--- src/rtl/mult_arbiter.sv ---
// rtl/mult_arbiter.sv - round-robin arbiter sharing one pipelined 18x18 multiplier
// Issues at most one multiply per cycle and routes each product back to its issuer.
module mult_arbiter #(
   parameter int  NREQ = 4,
   parameter int  LAT  = 2,
   localparam int IDXW = $clog2(NREQ)
) (
   input  logic               clk,
   input  logic               rst,
   input  logic [NREQ-1:0]    req_valid,
   input  logic [NREQ*18-1:0] req_a,
   input  logic [NREQ*18-1:0] req_b,
   output logic [NREQ-1:0]    req_ready,
   output logic [NREQ-1:0]    rsp_valid,
   output logic [35:0]        rsp_p,
   output logic               mul_en,
   output logic [17:0]        mul_a,
   output logic [17:0]        mul_b,
   input  logic [35:0]        mul_p,
   output logic               busy
);

   logic [IDXW-1:0] ptr_q, ptr_d;
   logic [IDXW-1:0] gnt_idx;
   logic [IDXW:0]   cand;
   logic            issue;
   logic [LAT-1:0]  vld_q, vld_d;
   logic [IDXW-1:0] idx_q [LAT];
   logic [IDXW-1:0] idx_d [LAT];

   // Search upward from the pointer; cand is one bit wider so ptr+k never overflows.
   always_comb begin
      issue   = 1'b0;
      gnt_idx = '0;
      cand    = '0;
      for (int k = 0; k < NREQ; k++) begin
         cand = {1'b0, ptr_q} + (IDXW+1)'(k);
         if (cand >= (IDXW+1)'(NREQ)) begin
            cand = cand - (IDXW+1)'(NREQ);
         end
         if (!issue && !rst && req_valid[cand[IDXW-1:0]]) begin
            issue   = 1'b1;
            gnt_idx = cand[IDXW-1:0];
         end
      end
   end

   always_comb begin
      req_ready = '0;
      mul_a     = '0;
      mul_b     = '0;
      if (issue) begin
         req_ready[gnt_idx] = 1'b1;
      end
      for (int i = 0; i < NREQ; i++) begin
         if (req_ready[i]) begin
            mul_a = req_a[18*i +: 18];
            mul_b = req_b[18*i +: 18];
         end
      end
   end

   assign mul_en = issue;

   always_comb begin
      ptr_d = ptr_q;
      if (issue) begin
         ptr_d = (gnt_idx == IDXW'(NREQ-1)) ? '0 : gnt_idx + 1'b1;
      end
   end

   // Tracking pipe mirrors the multiplier latency; stage LAT-1 lines up with mul_p.
   always_comb begin
      vld_d    = '0;
      vld_d[0] = issue;
      idx_d[0] = gnt_idx;
      for (int s = 1; s < LAT; s++) begin
         vld_d[s] = vld_q[s-1];
         idx_d[s] = idx_q[s-1];
      end
   end

   always_ff @(posedge clk or posedge rst) begin
      if (rst) begin
         ptr_q <= '0;
         vld_q <= '0;
         for (int s = 0; s < LAT; s++) begin
            idx_q[s] <= '0;
         end
      end else begin
         ptr_q <= ptr_d;
         vld_q <= vld_d;
         for (int s = 0; s < LAT; s++) begin
            idx_q[s] <= idx_d[s];
         end
      end
   end

   always_comb begin
      rsp_valid = '0;
      rsp_p     = '0;
      if (vld_q[LAT-1]) begin
         rsp_valid[idx_q[LAT-1]] = 1'b1;
         rsp_p                   = mul_p;
      end
   end

   assign busy = |vld_q;

endmodule

--- config.mk ---
export PLATFORM = sky130hd
export DESIGN_NAME = mult_arbiter
export DESIGN_NICKNAME = d
export VERILOG_FILES = /design/src/rtl/mult_arbiter.sv
export SDC_FILE = /design/constraint.sdc
export NUM_CORES = 1
export LEC_CHECK = 0
export ABC_AREA = 1
export CORE_AREA = 2 2 105 107
export CTS_CLUSTER_SIZE = 8
export DETAILED_ROUTE_END_ITERATION = 12
export DIE_AREA = 0 0 107 109
export PLACE_DENSITY = 0.82
export SYNTH_ARGS = -nofsm -noshare
export SYNTH_HDL_FRONTEND = slang
export SYNTH_SLANG_ARGS = --single-unit
--- constraint.sdc ---
create_clock -name clk -period 8.1 [get_ports clk]
set_clock_uncertainty 0.05 [all_clocks]
set_input_delay 2.025 -clock clk [delete_from_list [all_inputs] [get_ports clk]]
set_output_delay 2.025 -clock clk [all_outputs]
set_load 0.01 [all_outputs]
=== Word-level counts from Yosys, hierarchy flattened ===
Index checks and enable logic that the tools add are counted.

* Register bits: 8
* Output and inout port bits: 82
* Word-level logic and storage cells: 75

* $add $sub $neg: 8
* Order comparisons: 12
* Eq/ne operators: 1
* Muxes and demuxes: 36
* Reductions and logical operators: 14

{| class="wikitable"
|+ Operators with widths
! cell !! number
|-
| 2-to-1 mux 18 bit || 8
|-
| 2-to-1 mux 36 bit || 1
|-
| < comparator 2 x 3 -> 1 bit, second input constant || 6
|-
| 2-to-1 mux 2 bit || 9
|-
| 2-to-1 mux 1 bit || 10
|-
| greater-or-equal comparator 3 bit, second input constant || 3
|-
| logical AND 1 bit || 9
|-
| binary-select mux 1 bit (select 2 bit) || 4
|-
| 2-to-1 mux 4 bit || 2
|-
| subtractor 2 x 1 -> 2 bit, second input constant || 4
|-
| adder 2 x 2 -> 3 bit, second input constant || 2
|-
| demux 1 bit (select 2 bit) || 2
|-
| greater-or-equal comparator 2 x 1 -> 1 bit, second input constant || 2
|-
| logical NOT 1 bit || 4
|-
| adder 2 x 1 -> 3 bit, second input constant || 1
|-
| greater-or-equal comparator 2 x 3 -> 1 bit, second input constant || 1
|-
| adder 2 x 1 -> 2 bit, second input constant || 1
|-
| equality test 2 bit, second input constant || 1
|-
| OR reduction 2 bit || 1
|}

=== Longest topological paths before layout ===
Gate-level depths: netlist of run 1.

* Depth in word-level cells: 27
* Depth in mapped cells: 22

=== Worst setup path before layout of run 1 ===
Ideal clock, no wire load.

* Path kind: in2out
* Start: in rst
* End: out mul_a[11]
* Data arrival time: 4.080 ns
* Data required time: 6.025 ns
* Setup slack: 1.945 ns
* Stages on the path: 13
* Path buffers: 2
* Path through: inv_1 nand3_1 nand3b_1 or2_2 nand2_1 ha_1 clkbuf_1 clkbuf_1 nand3_1 nand2_1 clkinv_1 nand2_1 nand2_1

* Cells in the longest elaborated chain, start to end: 24

{| class="wikitable"
|+ RTL lines
! element !! line !! RTL
|-
| start: declaration || 9 || <nowiki>input logic rst,</nowiki>
|-
| logical NOT 1 bit (no source line) * || n/a ||
|-
| logical AND 1 bit || 41 || <nowiki>if (!issue && !rst && req_valid[cand[IDXW-1:0]]) begin</nowiki>
|-
| 2-to-1 mux 1 bit || 41 ||
|-
| logical NOT 1 bit || 41 ||
|-
| logical AND 1 bit (2 in series) || 41 ||
|-
| 2-to-1 mux 1 bit || 41 ||
|-
| logical NOT 1 bit || 41 ||
|-
| logical AND 1 bit (2 in series) || 41 ||
|-
| [... 5 more ...] || n/a ||
|-
| via gnt_idx[1] || 24 || <nowiki>logic [IDXW-1:0] gnt_idx;</nowiki>
|-
| < comparator 2 x 3 -> 1 bit (not written as such) / greater-or-equal comparator 2 x 1 -> 1 bit (equally long branches) || 53 || <nowiki>req_ready[gnt_idx] = 1'b1;</nowiki>
|-
| logical AND 1 bit (not written as such) || 53 ||
|-
| 2-to-1 mux 1 bit (not written as such) || 53 ||
|-
| demux 1 bit (select 2 bit) * || 53 ||
|-
| 2-to-1 mux 4 bit * || 52 || <nowiki>if (issue) begin</nowiki>
|-
| 2-to-1 mux 18 bit (3 in series) || 56 || <nowiki>if (req_ready[i]) begin</nowiki>
|-
| 2-to-1 mux 18 bit * || 56 ||
|-
| end: declaration || 17 || <nowiki>output logic [17:0] mul_a,</nowiki>
|}

Mark *: on every way through the listed nets, which the timed path passes. The rest lies on a longest branch.

=== Final worst setup path of run 1 ===
* Start: in req_valid[3]
* End: out mul_b[2]

* Cells in the longest elaborated chain, start to end: 25

{| class="wikitable"
|+ RTL lines
! element !! line !! RTL
|-
| start: declaration || 10 || <nowiki>input logic [NREQ-1:0] req_valid,</nowiki>
|-
| binary-select mux 1 bit (select 2 bit) || 41 ||
|-
| 2-to-1 mux 1 bit (not written as such) || 41 ||
|-
| logical AND 1 bit || 41 ||
|-
| 2-to-1 mux 1 bit || 41 ||
|-
| logical NOT 1 bit || 41 ||
|-
| logical AND 1 bit (2 in series) || 41 ||
|-
| 2-to-1 mux 1 bit || 41 ||
|-
| logical NOT 1 bit || 41 ||
|-
| [... 7 more ...] || n/a ||
|-
| via gnt_idx[1] || 24 ||
|-
| < comparator 2 x 3 -> 1 bit (not written as such) / greater-or-equal comparator 2 x 1 -> 1 bit (equally long branches) || 53 ||
|-
| logical AND 1 bit (not written as such) || 53 ||
|-
| 2-to-1 mux 1 bit (not written as such) || 53 ||
|-
| demux 1 bit (select 2 bit) * || 53 ||
|-
| 2-to-1 mux 4 bit * || 52 ||
|-
| 2-to-1 mux 18 bit (3 in series) || 56 ||
|-
| 2-to-1 mux 18 bit * || 56 ||
|-
| end: declaration || 18 || <nowiki>output logic [17:0] mul_b,</nowiki>
|}

Mark *: on every way through the listed nets, which the timed path passes. The rest lies on a longest branch. The select of a mux whose other input is x is not followed.

==> flow_summary.json, run 1 <==
{
  "synth-seq-cells": 8,
  "fin_ws_ns": 0.502,
  "cp-end-kind": "output port",
  "postRouteAntennaNets": 0,
  "root_buffer": "clkbuf_8",
  "worst_pin_slew_ns": 0.796,
  "fp-row-count": 38,
  "num-fill-cells": 1076,
  "synth_xor_area_frac": 0,
  "cpPeakStageDelay_ns": 0.71,
  "grt_overflow": 0,
  "cts_max_level": 1,
  "criticalPathCategory": "input pin to output port",
  "grt_pass1_vias": 4130,
  "r2r-end": "ptr_q[1]$_DFFE_PP0P_",
  "synth_top_family_by_area": "simple AND/OR/NAND/NOR gates",
  "cp_common_cell": "nand2_1",
  "slew_headroom": 0.469,
  "synth_simple_gate_area_frac": 0.622,
  "muxShareOfSynthArea": 0,
  "antenna_found_initial": 0,
  "port_buffers": 267,
  "synth_area_um2": 2910,
  "crit_required_ns": 6.03,
  "ys_seq_area_frac": 0.0687,
  "syn_avg_cell_area_um2": 4.60,
  "slew_violations": 0,
  "grt_pass1_wl_mm": 18.9,
  "crit_start": "req_valid[3]",
  "worst_hold_path_type": "register to register",
  "synth_ff_type": "dfrtp_1",
  "whs_endpoint": "idx_q[0]$_DFF_PP0_",
  "fmax_ghz": 0.132,
  "path_clk_slew_ns": 0.04,
  "worstPathMaxFanout": 40,
  "slowest_stage": "ha_2",
  "dpl.hpwl_mm": 9.38,
  "setup_viol_count_final": 0,
  "ir_worst_vdd_mv": 0.356,
  "min_delay_path_depth": 0,
  "io_pins": 268,
  "setup_tns_ns": 0,
  "design_power_total_mw": 2.69,
  "die_area_um2": 11700,
  "core-area_um2": 10600,
  "layout-drive-gt1-share": 0.0472,
  "cts_made_buffers": 3,
  "stdcell_area_um2": 5640,
  "cts.sinks": 8,
  "cts_tree": "yes",
  "routed_via_density": 4.48,
  "hold_start": "idx_d[0]$_DFF_PP0_",
  "drtPass1Iterations": 5,
  "synth_compound_area_frac": 0.00730,
  "status": "finished clean",
  "ctsHoldBuffers": 0,
  "drc": 0,
  "synth_edf_count": 0,
  "path_cells": "clkdlybuf4s50_1 > inv_1 > nand2_1 > nand3_1 > nand2_1 > nor2_2 > nand2_2 > nand2_1 > a21oi_1 > nand2_1 > o21ai_0 > nand2_1 > inv_1 > ha_2 > buf_12 > nand3_1 > nand3_1 > nand2_1 > nand2_1 > clkdlybuf4s50_1",
  "grt.total_usage": 0.196,
  "ys_async_sr_fraction": 1.00,
  "finalNetCount": 1061,
  "area_growth_pct": 93.5,
  "rsz0062_at_grt": "no",
  "cts_resized": 0,
  "powerDensity_nw_per_um2": 478,
  "synthAdderAreaFrac": 0.0172,
  "start_kind": "input pin",
  "multiInputGateArea_um2": 1890,
  "cts_buffer_depth": 2,
  "synth_warnings": 0,
  "clk_latency_ns": 0.23,
  "hold_viol": 0,
  "dpl-instance-area_um2": 5600,
  "worstRegToRegCells": 11,
  "grt_max_degree": 69,
  "arrival_ns": 5.52,
  "power.leakage_nw": 3.12,
  "seq_area_um2": 200,
  "post-route-period-util": 0.938,
  "maxCapViolations": 0,
  "pre_cts_slack_ns": 0.482,
  "fp.dieW_um": 107,
  "synth_nets": 824,
  "vias": 4524,
  "totalWireLength_mm": 12.2,
  "gp_congestion": 0.903,
  "netlist_instances": 634,
  "drt_iter0_drc": 201,
  "routedWlPerCell_um": 12.1,
  "initial_core_util": 0.275,
  "num_antenna_cells": 0,
  "cts_setup_buffers": 0,
  "ys_types": 26,
  "finalCriticalPeriod_ns": 7.60,
  "die_h_um": 109,
  "r2r-start": "ptr_q[0]$_DFFE_PP0P_",
  "r2r_slack_ns": 5.82
}
## routing by layer
metal,GRT usage,vias to the layer above,part of all wire
met3,0.0460,12,0.088
met1,0.217,1962,0.40
met5,0,-,0
met2,0.382,203,0.50
met4,0.0343,0,0.013
li1,-,2347,-
## Yosys cell counts, types with 4 or more instances
cell      number  area share
nor3_1         4      0.0069
buf_4          4       0.010
ha_1           4       0.017
inv_1        131        0.17
dfrtp_1        8       0.069
nand2_1      207        0.27
nand3_1      156        0.27
nor2_1        41       0.053
buf_2         12       0.021
buf_6          6       0.023
clkbuf_1      18       0.023
clkinv_1       4      0.0052
inv_2         21       0.027
## worst max-delay path: cells and delay by family
family	cells	cell delay [ns]
simple gates	12	1.06
buf+inv	5	1.47
compound gates	2	0.23
fa+ha+maj	1	0.71
## worst max-delay path by stage
| stage | end | slack, ns |
|---|---|---|
| finish | mul_b[2] | 0.50 |
| global route | mul_b[2] | 0.14 |
| CTS | mul_b[2] | 0.46 |
| detailed placement | mul_b[2] | 0.48 |
| global placement | mul_b[2] | 0.61 |
| floorplan | mul_a[11] | 1.94 |
## cells by family (layout without fill, tap and decap cells)
| logic type | Yosys count | count (layout) |
|---|---|---|
| AO/OA/AOI/OAI | 4 | 4 |
| buffers and inverters | 200 | 435 |
| AND/OR/NAND/NOR | 418 | 418 |
| adder cells (fa/ha/maj) | 4 | 4 |
| flip-flops | 8 | 8 |
## layout make-up
| cell class | instances | area share |
|---|---|---|
| Clock buffer | 3 | 0.00732 |
| Multi-Input combinational cell | 426 | 0.334 |
| Sequential cell | 8 | 0.0355 |
| Inverter | 158 | 0.106 |
| Timing Repair Buffer | 274 | 0.486 |
| Tap cell | 140 | 0.0311 |
## registers in the layout, summed over array words and instances (netlist names)
signal / flops
ptr_q: 2
idx_d: 2
idx_q: 2
vld_q: 2
## stage by stage
step	std cells	utilization	hold WS [ns]
floorplan	634	-	0.281
global placement	1006	0.528	0.293
detailed placement	1006	0.528	0.303
CTS	1009	0.532	0.313
global route	1009	0.532	0.326
finish	1009	0.532	0.313
## power breakdown
part           switching [mW]  internal (mW)  leakage, nW
clock network          0.0156         0.0322       0.0216
registers              0.0221         0.0612       0.0944
logic                    1.40           1.16         3.01
total                    1.44           1.26         3.12
## layout by cell type (no fill, tap or decap), drive strengths merged
master and instances:
nand3 157, o21ai 2, nor2 42, a21oi 1, nor3 4, ha 4, buf 7, clkinv 4
nand2 210, clkbuf 3, clkdlybuf4s50 267, dfrtp 8, or2 2, inv 154, nand3b 1, and2 2
o22ai 1
Note: power is estimated with default switching activity, not from simulation.
==> inputs of run 2 (changes only) <==
--- a/config.mk
+++ b/config.mk
@@ -6,6 +6,7 @@
 export NUM_CORES = 1
 export LEC_CHECK = 0
 export ABC_AREA = 1
+export CAP_MARGIN = 0
 export CORE_AREA = 2 2 105 107
 export CTS_CLUSTER_SIZE = 8
 export DETAILED_ROUTE_END_ITERATION = 12
==> results of run 2 <==
Final layout, timing and power as in run 1 (identical DEF).
==> inputs of run 3 (changes only) <==
--- a/config.mk
+++ b/config.mk
@@ -15,3 +15,4 @@
 export SYNTH_ARGS = -nofsm -noshare
 export SYNTH_HDL_FRONTEND = slang
 export SYNTH_SLANG_ARGS = --single-unit
+export TNS_END_PERCENT = 1
==> results of run 3 <==
Final layout, timing and power as in run 1 (identical DEF).
